$ cat src/rtl/exam_job_arbiter.sv
// Round-robin arbiter/sequencer sharing one multi-cycle exam engine between two requesters.
// Define ARB_WATCHDOG_EN to abort jobs whose engine never raises done within TIMEOUT cycles.
module exam_job_arbiter #(
  parameter int unsigned W       = 16,
  parameter int unsigned TIMEOUT = 1024
) (
  input  logic           clk,
  input  logic           rst,
  input  logic           req0,
  input  logic           req1,
  input  logic [4*W-1:0] op0,
  input  logic [4*W-1:0] op1,
  output logic           gnt0,
  output logic           gnt1,
  output logic           busy,
  output logic           rsp_valid,
  output logic           rsp_id,
  output logic [W-1:0]   rsp_g,
  output logic [W-1:0]   rsp_h,
  output logic           rsp_timeout,
  output logic [W-1:0]   eng_a,
  output logic [W-1:0]   eng_b,
  output logic [W-1:0]   eng_c,
  output logic [W-1:0]   eng_d,
  output logic           eng_start,
  output logic           eng_rst_n,
  input  logic [W-1:0]   eng_g,
  input  logic [W-1:0]   eng_h,
  input  logic           eng_done
);

  typedef enum logic [1:0] {StIdle, StClear, StRun, StResp} state_e;

  state_e         state_q;
  logic           last_q;
  logic           sel_q;
  logic           pick;
  logic [4*W-1:0] op_pick;

`ifdef ARB_WATCHDOG_EN
  localparam int unsigned CntW = $clog2(TIMEOUT);
  localparam logic [CntW-1:0] CntMax = CntW'(TIMEOUT - 1);
  logic [CntW-1:0] cnt_q;
  logic            expired;
  assign expired = (cnt_q == CntMax);
`endif

  // On contention the requester not served last wins; otherwise the sole requester.
  always_comb begin
    pick    = (req0 && req1) ? ~last_q : req1;
    op_pick = pick ? op1 : op0;
  end

  always_ff @(posedge clk) begin
    if (rst) begin
      state_q     <= StIdle;
      last_q      <= 1'b1;
      sel_q       <= 1'b0;
      gnt0        <= 1'b0;
      gnt1        <= 1'b0;
      busy        <= 1'b0;
      rsp_valid   <= 1'b0;
      rsp_id      <= 1'b0;
      rsp_g       <= '0;
      rsp_h       <= '0;
      rsp_timeout <= 1'b0;
      eng_a       <= '0;
      eng_b       <= '0;
      eng_c       <= '0;
      eng_d       <= '0;
      eng_start   <= 1'b0;
      eng_rst_n   <= 1'b0;
`ifdef ARB_WATCHDOG_EN
      cnt_q       <= '0;
`endif
    end else begin
      gnt0      <= 1'b0;
      gnt1      <= 1'b0;
      rsp_valid <= 1'b0;
      unique case (state_q)
        StIdle: begin
          eng_rst_n <= 1'b1;
          if (req0 || req1) begin
            state_q   <= StClear;
            sel_q     <= pick;
            gnt0      <= ~pick;
            gnt1      <= pick;
            busy      <= 1'b1;
            eng_rst_n <= 1'b0;
            eng_start <= 1'b0;
            eng_a     <= op_pick[4*W-1:3*W];
            eng_b     <= op_pick[3*W-1:2*W];
            eng_c     <= op_pick[2*W-1:W];
            eng_d     <= op_pick[W-1:0];
`ifdef ARB_WATCHDOG_EN
            cnt_q     <= '0;
`endif
          end
        end
        StClear: begin
          state_q   <= StRun;
          eng_rst_n <= 1'b1;
          eng_start <= 1'b1;
`ifdef ARB_WATCHDOG_EN
          cnt_q     <= '0;
`endif
        end
        StRun: begin
`ifdef ARB_WATCHDOG_EN
          cnt_q <= cnt_q + 1'b1;
`endif
          // Done takes priority over a coincident watchdog expiry.
          if (eng_done) begin
            state_q     <= StResp;
            last_q      <= sel_q;
            rsp_valid   <= 1'b1;
            rsp_id      <= sel_q;
            rsp_g       <= eng_g;
            rsp_h       <= eng_h;
            rsp_timeout <= 1'b0;
            eng_start   <= 1'b0;
          end
`ifdef ARB_WATCHDOG_EN
          else if (expired) begin
            state_q     <= StResp;
            last_q      <= sel_q;
            rsp_valid   <= 1'b1;
            rsp_id      <= sel_q;
            rsp_g       <= '0;
            rsp_h       <= '0;
            rsp_timeout <= 1'b1;
            eng_start   <= 1'b0;
          end
`endif
        end
        StResp: begin
          state_q <= StIdle;
          busy    <= 1'b0;
        end
        default: state_q <= StIdle;
      endcase
    end
  end

endmodule

$ cat config.mk
export PLATFORM = sky130hd
export DESIGN_NAME = exam_job_arbiter
export DESIGN_NICKNAME = d
export VERILOG_FILES = /design/src/rtl/exam_job_arbiter.sv
export SDC_FILE = /design/constraint.sdc
export NUM_CORES = 1
export LEC_CHECK = 0
export CAP_MARGIN = 20
export CORE_MARGIN = 2
export CORE_UTILIZATION = 37
export DETAILED_ROUTE_END_ITERATION = 10
export GPL_TIMING_DRIVEN = 1
export PLACE_DENSITY = 0.81
export RECOVER_POWER = 50
export SETUP_SLACK_MARGIN = 0.02
export SKIP_LAST_GASP = 1
export SLEW_MARGIN = 20
export SYNTH_ARGS = -nofsm -noshare
export SYNTH_HDL_FRONTEND = slang
export SYNTH_SLANG_ARGS = --single-unit
$ cat constraint.sdc
create_clock -name clk -period 2 [get_ports clk]
set_input_delay 0.3 -clock clk [delete_from_list [all_inputs] [get_ports clk]]
set_output_delay 0.3 -clock clk [all_outputs]
set_load 0.02 [all_outputs]
==> results of run 1 <==
Yosys cell counts, drive strengths merged (2+ instances only):
cell type | instances | area [um^2]
clkbuf | 17 | 63.8
dfxtp | 107 | 2140
ha | 5 | 62.6
inv | 5 | 18.8
o21ai | 2 | 10.0
nand2 | 132 | 495
nor3 | 64 | 320
nor3b | 2 | 15.0
o311a | 2 | 20.0
nor2 | 3 | 11.3
buf | 30 | 163
a221o | 64 | 641
nor2b | 2 | 12.5
a21oi | 37 | 185
through the flow:
stage / setup WS (ns) / hold WS [ns]
2_1_floorplan: 0.404 / 0.426
3_3_place_gp: 0.163 / 0.442
3_5_place_dp: 0.154 / 0.448
5_1_grt: 0.0598 / 0.347
4_1_cts: 0.212 / 0.344
6_report: 0.218 / 0.356
how the worst min path moves through the flow:
stage / from / endpoint
finish: req0 / gnt0
CTS: req0 / gnt0
global route: req0 / gnt0
detailed placement: rsp_h[13] / rsp_h[13]
floorplan: sel_q / sel_q
global placement: rsp_g[12] / rsp_g[12]
placed cells by master, fill, tap and decap left out, types with 3 or more instances in the layout:
cell                                n
sky130_fd_sc_hd__a21oi_1           36
sky130_fd_sc_hd__a221o_1           64
sky130_fd_sc_hd__buf_12             4
sky130_fd_sc_hd__buf_4              6
sky130_fd_sc_hd__bufinv_16          3
sky130_fd_sc_hd__clkbuf_16          9
sky130_fd_sc_hd__clkdlybuf4s50_1  200
sky130_fd_sc_hd__dfxtp_1          107
sky130_fd_sc_hd__dlygate4sd3_1     66
sky130_fd_sc_hd__ha_1               5
sky130_fd_sc_hd__inv_1              5
sky130_fd_sc_hd__nand2_1          132
sky130_fd_sc_hd__nor2_1             3
sky130_fd_sc_hd__nor3_1            64
registers in the layout (all words and copies together) (netlist names):
name       flops
eng_a         16
eng_b         16
eng_c         16
eng_d         16
rsp_g         16
rsp_h         16
state_q        2
busy           1
eng_rst_n      1
eng_start      1
gnt0           1
gnt1           1
last_q         1
rsp_id         1
rsp_valid      1
sel_q          1
kinds of logic (layout without fill, tap and decap cells):
logic type      Yosys count  after routing  share of synthesized area (%)
other cells               1              1                         0.0884
fa+ha+maj                 5              5                           1.47
flops                   107            107                           50.5
simple gates            208            208                           20.9
buf+inv                  52            301                           5.78
compound gates          110            110                           21.2
power by group through the flow:
stage	logic, W	registers (W)	clock network (W)
after floorplan	0.00109	0.00339	0
final	0.00302	0.00285	0.00203
after global placement	0.00306	0.00288	0
after CTS	0.00315	0.00286	0.00208
after detailed placement	0.00313	0.00290	0
after global routing	0.00323	0.00290	0.00218
per-layer routing:
layer | GRT usage (%) | vias up
met5 | 0 | -
met4 | 10.3 | 0
met3 | 10.5 | 35
met2 | 41.9 | 236
met1 | 27.5 | 2211
li1 | - | 2224
final cells by class:
class	count	share of cell area, %
inverter	5	0.255
clock inverter	6	1.54
sequential	107	29.1
timing repair buffer	280	38.1
tap	143	2.43
multi-input combinational	324	25.6
clock buffer	10	3.11
worst reg2reg max path: cells and delay by family (launching register included):
family / cells / cell delay, ns
adders and majority gates: 1 / 0.32
AOI/OAI and AO/OA: 2 / 0.47
DFF: 1 / 0.33
buffers and inverters: 2 / 0.45
and+or+nand+nor: 1 / 0.15
==> results summary, run 1 <==
The run finished with clean final reports. The gate family responsible for the most delay along the worst path is compound AO/OA/AOI/OAI gates. The critical path is of the register to register type. The growth of design area from synthesis to finish is 73.8%. The post-cts resize count is 0. The met2 layer wire length in the routed design came out at roughly 7500 um.

Counting buffers and inverters, the worst setup path is 6 cells deep. The placeable core area came out at between 0.01 and 0.015 mm^2. The footprint of the multi-input gates is between 0.0015 and 0.002 mm^2. The register bit total from synthesis came out at about 110.

The final sum of negative setup slack came out at 0 ns. The critical path buffer and inverter count came out at 2. The horizontal die dimension came out at 111 um. Entering global routing, the biggest net connects between 60 and 70 pins. The most critical setup path has its endpoint at eng_b[8]. The final weighted congestion in routability-driven placement is ~0.94. The cell count after placement is 859. The async set-reset flop share out of synthesis is 0%. In this run the critical register-to-register path is launched from state_q[0]. The critical-path cell with the highest stage delay is sky130_fd_sc_hd__dfxtp_1. The maximum achievable frequency is approximately 560 MHz. The share of total power in sequential cells is a little over a third.

The count of H-tree levels built during CTS came out at 3. In this design, the stage delay of the slowest critical-path cell is between 0.3 and 0.4 ns. The non-filler instance count after layout is 875.

The switching share of power came out at between 30% and 40%. Of all nets on the critical path, the largest fanout is 25. For the worst setup path, the data required time is about 2.3 ns. The average via count per standard cell came out at about 5.4. The synthesized design contains 0 enable-type register cells. The worst register-to-register path has a depth of 6. The number of fill cells came out at between 900 and 1000. The clock net in this run drives a total of around 110 sinks. The cell area that synthesis handed to floorplanning was approximately 0.0042 mm^2.

The worst min-delay path class is primary input to register. The number of antenna repair diodes came out at 0. The post-layout net count is approximately 900. The total via count in the routed design came out at roughly 4700. The number of max-slew violations in the final report came out at 0.

The launching element type of the critical path is a register. The floorplan row count came out at 39. The number of remaining DRC errors is 0. Dividing total power by cell area gives a power density of between 1000 and 1500 mW/mm^2. The count of different cell masters after synthesis came out at 27. The count of routing violations after the opening detailed-route iteration came out at around 490.

The part of the power in combinational logic came out at a little under two fifths. The worst hold path depth is 2. The count of buffers added by post-CTS timing repair for setup is 0. The number of global-route vias before repair is ~4700. The global-route congestion overflow total came out at 0.

The number of I/O pins came out at roughly 270. The internal power contribution is between 0.005 and 0.006 W. In this run the clock root is driven by a sky130_fd_sc_hd__clkbuf_16. The number of buffer cells added on primary ports came out at between 200 and 300. After detailed routing, the total wire length is around 15000 um.

The relative max-transition margin came out at slightly below 60%. The overall die area is between 0.01 and 0.015 mm^2. The count of maximum capacitance violations came out at 0.

The number of antenna violations at the first check in global routing was 0. After detailed routing, the wire length on met1 is approximately 5700 um. The detail route stage leaves a number of antenna-violating nets equal to 0. The total cell area at the placement stage is between 0.007 and 0.008 mm^2. The cell count after synthesis came out at a little under 500. Setup repair after global routing left no endpoint under its margin.

Clock latency on the worst-skew pair, taken at its later pin, is roughly 0.35 ns. Traced cell by cell, the critical path runs through inv_1 -> ha_1 -> nand2b_2 -> a211oi_4 -> buf_4 -> a221o_1. The final count of hold timing violations is 0. The final number of setup-violating endpoints is 0. In this run the worst setup path begins at state_q[0]. The first detailed-routing pass ran for 5 iterations. Data arrives at the worst endpoint at between 2 and 2.5 ns. The met3 routed wirelength is 1540 um. The completed layout was analyzed and its total power is slightly below 0.008 W. The transition time at the pin with the least slew margin is 0.636 ns.

The leakage power total came out at 2.95 nW. The time the final worst path needs with I/O delays and setup is about 1.8 ns. The total half-perimeter wirelength after legalization and detailed placement is 10700 um. The number of warning messages in the yosys log came out at 0. The endpoint identified for the worst register-to-register timing path is eng_b[8]. For this run, the share of the core covered by cells in the final layout is around two thirds. The routed wire length per instance is around 17 um.

The number of nets in the synthesized netlist came out at around 650. In this run the top signal layer used is met4. The final standard cell area without fillers is about 0.0074 mm^2. For this run, the total global-route usage over all layers was measured as between 20 and 25%. The synthesized area divided by synthesized cell count is 8.78 um^2. The portion of the clock cycle consumed by the worst path in the final layout is between 80% and 90%. Of the total power, the clock network draws between 20% and 30%. The switching power came out at ~0.0026 W. The fraction of layout instances using a drive strength above 1 came out at between 4 and 5%. The first-pass GRT wire length is roughly 25000 um. The share of the yosys chip area belonging to registers came out at 50.5%. Counting along the longest clock path gives a buffer depth of 2.

STA classifies the critical path endpoint as a register. The die outline height came out at approximately 110 um. The number of buffers inserted by hold repair at cts came out at 0. The largest clock skew in the final design came out at 0.00559 ns. VDD sags by at most 799 uV. TritonCTS built the clock tree. In this run, CTS created clock tree buffers numbering 9.

The reg2reg setup slack came out at between 0.2 and 0.25 ns. Across the whole layout, storage elements account for ~0.0021 mm^2. The starting utilization of the core area is between 30% and 40%. The most used flip-flop cell after synthesis is sky130_fd_sc_hd__dfxtp_1. The clock input transition at the sequential cells of the worst setup and hold paths came out at 0.07 ns.
No activity file was read; power rests on OpenSTA's default activity.
==> inputs of run 2 (changes only) <==
--- a/config.mk
+++ b/config.mk
@@ -7,10 +7,10 @@
 export LEC_CHECK = 0
 export CAP_MARGIN = 20
 export CORE_MARGIN = 2
-export CORE_UTILIZATION = 37
+export CORE_UTILIZATION = 25
 export DETAILED_ROUTE_END_ITERATION = 10
 export GPL_TIMING_DRIVEN = 1
-export PLACE_DENSITY = 0.81
+export PLACE_DENSITY = 0.59
 export RECOVER_POWER = 50
 export SETUP_SLACK_MARGIN = 0.02
 export SKIP_LAST_GASP = 1
==> run 2 against run 1 <==
Effect of this change: final area grew 1.3%; flip-flop and latch count is the same; worst setup slack gained 0.067 ns; sequential power is essentially flat; largest power group unchanged; routed wire length grew 4.7%; maximum frequency grew 3.9%; global-route usage shrank 7.4 points.
==> results summary, run 2 (synthesis gave the netlist of run 1 again) <==
The flow ran to the end, and the final reports show no timing, DRC or antenna violations. The switching power was 0.00269 W (+1.6%). The count of buffers added by post-CTS timing repair for setup came out at 0 (unchanged). The final weighted congestion in routability-driven placement came out at 0.774 (-18%). The average via count per standard cell was 4.82 (-10%). The maximum number of buffers from clock root to sink is 2 (unchanged). The starting utilization of the core area is 25.6% (-12 points). The highest fanout seen on the critical path came out at 6 (-76%). The routed wire length came out at 16000 um (+4.7%). The switching share of power is 34.7% (+1.2 points). The cell count after placement was 937 (+9.1%). Leaving out fill and tap cells, the most frequent cell in the layout is sky130_fd_sc_hd__clkdlybuf4s50_1.

The worst setup path is captured at a register. The final number of setup-violating endpoints is 0 (unchanged). The worst endpoint data arrival time was 1.96 ns (-0.11 ns). The portion of the clock cycle consumed by the worst path in the final layout came to 85.8% (-3.3 points). The number of sinks handled by clock tree synthesis came out at 107 (unchanged). The number of fill cells is 1601 (+74%).

The clock network power share came to 23.6% (-2.1 points). The internal power contribution came out at 0.00505 W (-3.8%). The data required time at the worst endpoint is 2.25 ns (-0.04 ns). The number of antenna repair diodes was 0 (unchanged).

TritonCTS built the clock tree. The largest clock skew in the final design is 0.00997 ns (+0.00437 ns). The number of remaining DRC errors came out at 0 (unchanged).

The non-filler instance count after layout came out at 953 (+8.9%). The time the final worst path needs with I/O delays and setup came out at 1.72 ns (-0.0669 ns). The transition time at the pin with the least slew margin came out at 0.716 ns (+0.0800 ns).

The number of I/O pins is 269 (unchanged). The number of global-route vias before repair is 4659 (-1.8%). The global-route usage over all layers came out at 17.4% (-7.4 points).

The post-cts resize count came out at 0 (unchanged). The clock root buffer master is sky130_fd_sc_hd__clkbuf_16. The total clock buffers created by CTS came out at 9 (unchanged). The maximum number of pins on one net before global-route repair came out at 66 (unchanged). The placeable core area was 0.0166 mm^2 (+46%). The die outline height is 134 um (+21%).

The share of total power in sequential cells is 36.9% (+0.8 points). The overall die area came out at 0.0180 mm^2 (+46%). The routed wire length per instance is 16.8 um (-3.9%). The relative max-transition margin came out at 52.3% (-5.3 points). STA classifies the critical path startpoint as a register.

The number of search-and-repair iterations in the first detailed-routing pass came out at 4 (-1). The final sum of negative setup slack is 0 ns (unchanged). The leakage power total came out at 2.94 nW (-0.31%). The maximum achievable frequency is 583 MHz (+3.9%). The cell count of the worst reg-to-reg path is 6 (unchanged).

The global-route congestion overflow total was 0 (unchanged). The total via count in the routed design was 4591 (-2.4%). The count of H-tree levels built during CTS came out at 3 (unchanged).

The total half-perimeter wirelength after legalization and detailed placement was 11300 um (+5.5%). The post-layout net count came to 898 (+0.11%). The final count of hold timing violations came out at 0 (unchanged).

The number of buffer cells added on primary ports came out at 267 (unchanged). The category of the most critical setup path is register to register. The first-pass GRT wire length came out at 24700 um (+0.11%). The number of antenna-violating nets in the routed design is 0 (unchanged).

The number of antenna violations at the first check in global routing was 0 (unchanged). The horizontal die dimension was 134 um (+21%). Compared with the post-synthesis result, the final layout area differs by 76.0%. The total power divided by cell area is 1040 mW/mm^2 (-3.2%). The clock input transition at the sequential cells of the worst setup and hold paths is 0.07 ns (about the same). Setup repair after global routing left no endpoint under its margin. The clock latency on the worst-skew pair came out at 0.35 ns (about the same). The number of max-slew violations in the final report is 0 (unchanged). The part of the power in combinational logic came out at 39.6% (+1.3 points).

The worst hold path depth is 2 (unchanged). The number of buffers inserted by hold repair at cts came out at 0 (unchanged). In the layout the commonest cells are sky130_fd_sc_hd__clkdlybuf4s50_1, sky130_fd_sc_hd__nand2_1, sky130_fd_sc_hd__dfxtp_1. The maximum vdd drop was 514 uV (-36%). The count of maximum capacitance violations is 0 (unchanged). The floorplan row count came out at 47 (+21%).

The fraction of layout instances using a drive strength above 1 came out at 4.37% (-0.0060 points). The count of routing violations after the opening detailed-route iteration is 196 (-60%). The worst min-delay path class is register to register.
[run 2: layout make-up]
cell class                 count  area [um^2]  area share, %
sequential                   107         2140           28.7
multi-input combinational    324         1880           25.2
clock buffer                  11          243           3.25
tap                          220          275           3.69
timing repair buffer         281         2850           38.2
clock inverter                 5         52.6          0.704
inverter                       5         18.8          0.251
[run 2: per-stage QoR]
stage	power [W]	setup WS, ns	util, %	hold WS, ns	area [um^2]
2_1_floorplan	0.00448	0.404	-	0.426	4240
5_1_grt	0.00816	0.184	45.0	0.475	7470
3_3_place_gp	0.00606	0.176	43.3	0.433	7180
4_1_cts	0.00797	0.305	45.1	0.456	7480
6_report	0.00774	0.285	45.0	0.453	7470
3_5_place_dp	0.00612	0.150	43.3	0.446	7180
[run 2: layer usage]
metal	part of all wire [%]	GRT usage [%]	wire (um)	vias to the layer above
li1	-	-	-	2230
met1	42	20.2	6660	2133
met2	46	29.6	7450	208
met3	10	6.31	1600	20
met4	2.0	6.26	314	0
met5	0	0	0	-
[run 2: final timing paths]
check,startpoint,end,slack (ns)
min reg2reg,rsp_h[9],rsp_h[9],0.45
min,rsp_h[9],rsp_h[9],0.45
max reg2reg,state_q[0],state_q[1],0.28
max,state_q[0],state_q[1],0.28
[run 2: critical path, cell delays in order, from the launching register on]
cell and delay, ns:
sky130_fd_sc_hd__dfxtp_1 0.36, sky130_fd_sc_hd__inv_1 0.10, sky130_fd_sc_hd__ha_1 0.23, sky130_fd_sc_hd__nor3b_1 0.14
sky130_fd_sc_hd__clkbuf_1 0.17, sky130_fd_sc_hd__or4b_1 0.53, sky130_fd_sc_hd__o31ai_1 0.09
[run 2: power groups by stage]
stage	sequential (W)	clock, W	combinational (W)
after global placement	0.00289	0	0.00317
after floorplan	0.00339	0	0.00109
after CTS	0.00287	0.00188	0.00322
after detailed placement	0.00291	0	0.00321
after global routing	0.00290	0.00196	0.00329
final	0.00285	0.00182	0.00306
==> inputs of run 3 (changes only) <==
--- a/config.mk
+++ b/config.mk
@@ -10,7 +10,7 @@
 export CORE_UTILIZATION = 25
 export DETAILED_ROUTE_END_ITERATION = 10
 export GPL_TIMING_DRIVEN = 1
-export PLACE_DENSITY = 0.59
+export PLACE_DENSITY = 0.61
 export RECOVER_POWER = 50
 export SETUP_SLACK_MARGIN = 0.02
 export SKIP_LAST_GASP = 1
==> constraint.sdc (replaced) <==
create_clock -name clk -period 1.4 [get_ports clk]
set_input_delay 0.21 -clock clk [delete_from_list [all_inputs] [get_ports clk]]
set_output_delay 0.21 -clock clk [all_outputs]
set_load 0.02 [all_outputs]
==> run 3 against run 2 <==
Effect of this change: the flow now finishes with violations (negative setup slack); clock power up 42%; combinational power up 66%; total power up 52%; critical path type unchanged; largest cell class unchanged; worst setup slack worse by 0.38 ns; largest power group unchanged; cell count up 3.4%.
==> results summary, run 3 (synthesis gave the netlist of run 1 again) <==
The run finished, with violations left. The checks that failed: negative setup slack. The number of antenna-violating nets in the routed design was 0 (unchanged).

The routed wire length came out at 18400 um (+15%). The data required time at the worst endpoint is 1.63 ns (-0.62 ns). The placeable core area came out at 0.0166 mm^2 (unchanged). The clock input transition at the sequential cells of the worst setup and hold paths came to 0.07 ns (about the same).

The commonest non-fill, non-tap cell in the layout is sky130_fd_sc_hd__clkdlybuf4s50_1. The largest clock skew in the final design came to 0.00665 ns (-0.00332 ns). The average via count per standard cell is 4.92 (+2.1%). The total power divided by cell area was 1480 mW/mm^2 (+43%).

The non-filler instance count after layout came out at 985 (+3.4%). The CTS tree is done. The first-pass GRT wire length was 26000 um (+5.2%).

The part of the power in combinational logic came to 43.2% (+3.6 points). The total via count in the routed design came to 4845 (+5.5%). The clock network power share came out at 21.9% (-1.7 points). The number of sinks handled by clock tree synthesis came out at 107 (unchanged). The portion of the clock cycle consumed by the worst path in the final layout came to 107% (+21 points). The maximum number of buffers from clock root to sink is 2 (unchanged). The largest incremental delay on the critical path was 0.37 ns (-0.16 ns). Setup repair after global routing could not meet its margin everywhere. The number of remaining DRC errors is 0 (unchanged). The switching share of power came out at 35.7% (+1.0 points). Grouping stages by cell kind, the critical path spends the most delay in buffers and inverters.

The final standard cell area without fillers is 0.00792 mm^2 (+6.1%). The die outline height came to 134 um (unchanged). The internal power contribution came out at 0.00755 W (+49%). The fraction of layout instances using a drive strength above 1 is 11.6% (+7.3 points).

The total clock buffers created by CTS came out at 9 (unchanged). The post-route worst setup slack is -0.0994 ns (-0.384 ns). The count of maximum capacitance violations is 0 (unchanged). The final weighted congestion in routability-driven placement is 0.820 (+5.9%). The maximum vdd drop is 592 uV (+15%). The highest fanout seen on the critical path is 11 (+5).

The maximum number of pins on one net before global-route repair came to 52 (-21%). The starting utilization of the core area came to 25.6% (unchanged). The number of search-and-repair iterations in the first detailed-routing pass came to 6 (+2). The number of buffer cells added on primary ports came out at 267 (unchanged).

The final count of hold timing violations is 0 (unchanged). The number of fill cells is 1582 (-1.2%). The global-route usage over all layers is 18.4% (+0.98 points).

The number of buffers inserted by hold repair at cts came out at 0 (unchanged). The cell count after placement came out at 950 (+1.4%). The floorplan row count is 47 (unchanged).

The final design utilization is 47.8% (+2.7 points). The switching power came out at 0.00419 W (+56%). Among all stages on the critical path, the largest delay is contributed by sky130_fd_sc_hd__dfxtp_4.

The count of routing violations after the opening detailed-route iteration is 188 (-4.1%). In the layout the commonest cells are sky130_fd_sc_hd__clkdlybuf4s50_1, sky130_fd_sc_hd__nand2_1, sky130_fd_sc_hd__dfxtp_1. The number of antenna violations at the first check in global routing was 0 (unchanged).

The final number of setup-violating endpoints came out at 99 (+99). The critical path buffer and inverter count is 3 (+1). The total cell area at the placement stage is 0.00731 mm^2 (+1.8%). The worst endpoint data arrival time is 1.73 ns (-0.23 ns). The clock latency on the worst-skew pair is 0.35 ns (about the same).

The share of total power in sequential cells is 34.8% (-2.1 points). The path class of the tightest hold or removal check is primary input to register. The overall die area is 0.0180 mm^2 (unchanged).

The number of antenna repair diodes is 0 (unchanged). The maximum achievable frequency came out at 667 MHz (+14%). The endpoint class of the critical path is a register. The horizontal die dimension is 134 um (unchanged). The number of I/O pins came to 269 (unchanged). The overall power came out at 0.0117 W (+52%).

The routed wire length per instance came out at 18.7 um (+11%). By startpoint and endpoint, the worst setup path is classified as register to register. The area growth from synthesis to layout is 86.7%. The leakage power total came to 3.45 nW (+17%). The number of global-route vias before repair is 4820 (+3.5%). The worst hold margin came out at 0.402 ns (-0.0502 ns). The time the final worst path needs with I/O delays and setup came out at 1.50 ns (-0.216 ns).

The total half-perimeter wirelength after legalization and detailed placement is 11900 um (+4.8%). The post-layout net count came out at 930 (+3.6%). The global-route congestion overflow total is 0 (unchanged). STA classifies the critical path startpoint as a register. The clock root buffer master is sky130_fd_sc_hd__clkbuf_16. The signal on the critical path passes through inv_4 -> ha_4 -> nand2b_4 -> a211oi_4 -> buf_12 -> clkbuf_16 -> a221o_1. The count of H-tree levels built during CTS was 3 (unchanged). The number of max-slew violations in the final report is 0 (unchanged).
==> run 3: changes by cell type in the layout (fill, tap and decap cells not counted), sizes merged <==
| cell | change |
|---|---|
| dlygate4sd2 | +103 |
| buf | +27 |
| clkdlybuf4s50 | -39 |
| inv | +1 |
| clkbuf | +4 |
| dlygate4sd3 | -64 |
==> run 3: area by class of cell <==
class	count	area [um^2]	area share [%]
inverter	5	21.3	0.269
timing repair buffer	313	3200	40.5
multi-input combinational	324	1980	25.0
clock buffer	10	229	2.89
sequential	107	2150	27.1
tap	220	275	3.48
clock inverter	6	65.1	0.821
==> run 3: metal layers <==
metal | vias to the layer above | track usage, % | share of wire, %
li1 | 2292 | - | -
met2 | 251 | 31.7 | 49
met3 | 21 | 6.08 | 10
met4 | 0 | 6.49 | 1.8
met1 | 2281 | 21.3 | 39
met5 | - | 0 | 0
==> run 3: per-stage QoR <==
stage	setup slack, ns	TNS (ns)
after floorplan	-0.0101	-0.397
after global placement	-0.303	-20.73
after detailed placement	-0.307	-21.56
after CTS	-0.109	-6.26
after global routing	-0.152	-12.15
final	-0.0994	-6.19
==> run 3: power by group through the flow <==
stage          Clock (W)  Sequential [W]  Combinational [W]
4_1_cts          0.00266         0.00408            0.00474
2_1_floorplan          0         0.00486            0.00165
6_report         0.00258         0.00409            0.00507
5_1_grt          0.00279         0.00417            0.00541
3_3_place_gp           0         0.00414            0.00473
3_5_place_dp           0         0.00416            0.00480
==> run 3: path summary, 6_finish.rpt <==
path                    from         to  slack (ns)  depth (start not counted)
setup / recovery  state_q[1]  eng_c[13]        -0.1                          7
hold / removal     eng_h[15]  rsp_h[15]        0.40                          3
setup reg to reg  state_q[1]  eng_c[13]        -0.1                          7
hold reg to reg     rsp_g[9]   rsp_g[9]        0.45                          2
==> run 3: timing repair <==
action                     CTS  global route
gates resized for setup    118            25
setup buffers                5             0
setup endpoints to repair  171           103
cloned                       4            10
pin swaps                    3             1
==> run 3: tightest hold or removal path, cell delays in order <==
cell and delay (ns):
sky130_fd_sc_hd__clkdlybuf4s50_1 0.39, sky130_fd_sc_hd__nand2_1 0.05, sky130_fd_sc_hd__a21oi_1 0.05
==> RTL edit, RTL diff (config.mk and constraints of run 2) <==
Change the parameter `W` from 16 to 14.
--- a/src/rtl/exam_job_arbiter.sv
+++ b/src/rtl/exam_job_arbiter.sv
@@ -1,7 +1,7 @@
 // Round-robin arbiter/sequencer sharing one multi-cycle exam engine between two requesters.
 // Define ARB_WATCHDOG_EN to abort jobs whose engine never raises done within TIMEOUT cycles.
 module exam_job_arbiter #(
-  parameter int unsigned W       = 16,
+  parameter int unsigned W       = 14,
   parameter int unsigned TIMEOUT = 1024
 ) (
   input  logic           clk,
Interface: changed (10 resized); port bits go from 269 to 237. No check against the original RTL was run, so the function may have changed too.
==> RTL edit against run 2 <==
Power is 11% lower. Clock skew is 4.7 ps lower. Count of clock-buffer cells in the layout is 2 lower. Clock power is 12% lower. Combinational power is 9.2% lower. Final area is 13% lower. Area after synthesis is 13% lower. Worst hold slack worse by 4.9 ps. Global-route usage is 2.3 points lower. Wire length is 24% lower. Setup slack worse by 60 ps. Sequential cell count is 12 lower. Non-clock buffer count is 37 lower. Critical path type unchanged. Largest cell class unchanged. Highest routed layer unchanged.
==> RTL edit: results (changes against run 2) <==
| Metric | Value |
|---|---|
| Fin nets | 737 (-18%) |
| Post-synthesis async set-or-reset flop share | 0% (unchanged) |
| Fin cells | 776 (-19%) |
| R2r worst-path depth | 5 (-1) |
| HP Class | input port to flip-flop |
| Slew @ Worst Pin | 679 ps (-36.7 ps) |
| Worst slack, placed | 95.8 ps (-54.1 ps) |
| First-pass GRT wire length | 19.3 mm (-22%) |
| Leakage power | 2.48 nW (-15%) |
| Commonest cells post-synth | dfxtp_1 (95), nand2_1 (61), nor3b_1 (57), a221o_1 (56), a21oi_1 (31) |
| Synth cell types | 28 (+3.7%) |
| CP Max Fanout | 57 (+51) |
| Synth warn | 0 (unchanged) |
| Ys flop type | dfxtp_1 |
| Clock Skew | 5.32 ps (-4.65 ps) |
| Synth area leaders | dfxtp_1 (51%), a221o_1 (15%), nor3b_1 (12%) |
| Setup WS post-layout | 225 ps (-60.0 ps) |
| Final GP Congestion | 0.755 (-2.4%) |
| Worst vdd ir | 0.000435 V (-15%) |
| GRT overflow | 0 (unchanged) |
| Slowest stage cell, crit path | and3_4 |
| R2r endpoint | eng_b[8] |
| Ant diodes | 0 (unchanged) |
| Hold path depth | 3 (+1) |
| Fillers | 1,460 (-8.8%) |
| Worst hold path endpoint | rsp_valid |
| DP HPWL | 8.73 mm (-23%) |
| CP Data Arrival Time | 2060 ps (+100 ps) |
| Share of post-route cells with drive strength above 1 | 5.07% (+0.70 points) |
| Status | finished clean |
| Detailed Route WL | 12.2 mm (-24%) |
| Worst hold slack | 448 ps (-4.88 ps) |
| Gr usage total | 15.1% (-2.3 points) |
| Synth Net Count | 518 (-21%) |
| Hold_sp | rst |
| Placed instance count | 760 (-19%) |
| Vias in the first global route | 3,801 (-18%) |
| Placed cell area | 0.00620 mm² (-14%) |
| Drt pass-1 iters | 4 (unchanged) |
| Drt initial violations | 144 (-27%) |
| Post-CTS setup buffer count | 0 (unchanged) |
| RR Startpoint | state_q[0] |
| PortBufs | 235 (-12%) |
| CP max stage delay | 620 ps (+90 ps) |
| Pwr/cell area | 1060 mW/mm² (+2.6%) |
| Syn Area/Cell | 10.1 µm² (+15%) |
| Sequential-to-total area share from yosys stat | 51.3% (+0.83 points) |
| F_max | 563 MHz (-3.4%) |
| Detailed-route via count | 3,728 (-19%) |
==> RTL edit: cell count changes after synthesis, moves of 2 or more <==
cell and change:
a21oi_1 -6, a221o_1 -8, buf_2 -12, buf_4 -2
buf_6 +5, clkbuf_1 -2, dfxtp_1 -12, nand2_1 -71
nor2_1 +2, nor3_1 -64, nor3b_1 +55
==> RTL edit: worst max-delay path by stage <==
stage | end | startpoint
4_1_cts | eng_d[8] | state_q[0]
3_5_place_dp | eng_d[10] | req1
5_1_grt | eng_c[6] | state_q[1]
6_report | eng_b[8] | state_q[0]
2_1_floorplan | eng_b[10] | state_q[0]
3_3_place_gp | eng_b[0] | req1
==> RTL edit: cell families after synthesis <==
kind of cell / after synthesis / share of synthesized area, %
buffers and inverters: 40 / 5.84
adders and majority gates: 5 / 1.69
and+or+nand+nor: 130 / 19.6
DFF: 95 / 51.3
AOI/OAI and AO/OA: 97 / 21.4
other: 1 / 0.101
==> RTL edit: power breakdown <==
group	leakage (nW)	switching (W)	total, W	internal, W
clock	0.127	0.000760	0.00160	0.000842
combinational	1.58	0.00139	0.00278	0.00138
sequential	0.778	0.000200	0.00251	0.00231
total	2.48	0.00235	0.00689	0.00453
==> RTL edit: metal layers <==
metal / GRT usage (%) / wire length (µm)
met5: 0 / 0
met4: 6.98 / 334
met3: 5.18 / 1070
met2: 25.0 / 5520
met1: 17.8 / 5230
==> RTL edit: layout make-up <==
type	instances	share of cell area, %
tap	184	3.56
clock buffer	9	3.48
multi-input combinational	233	24.6
inverter	4	0.232
clock inverter	7	0.773
timing repair buffer	244	38.0
sequential	95	29.4
==> RTL edit: worst register-to-register path, stage by stage (launching register included) <==
cell	delay, ps
dfxtp_1	330
inv_1	120
ha_1	170
nor2b_1	150
and3_4	620
a221o_1	320
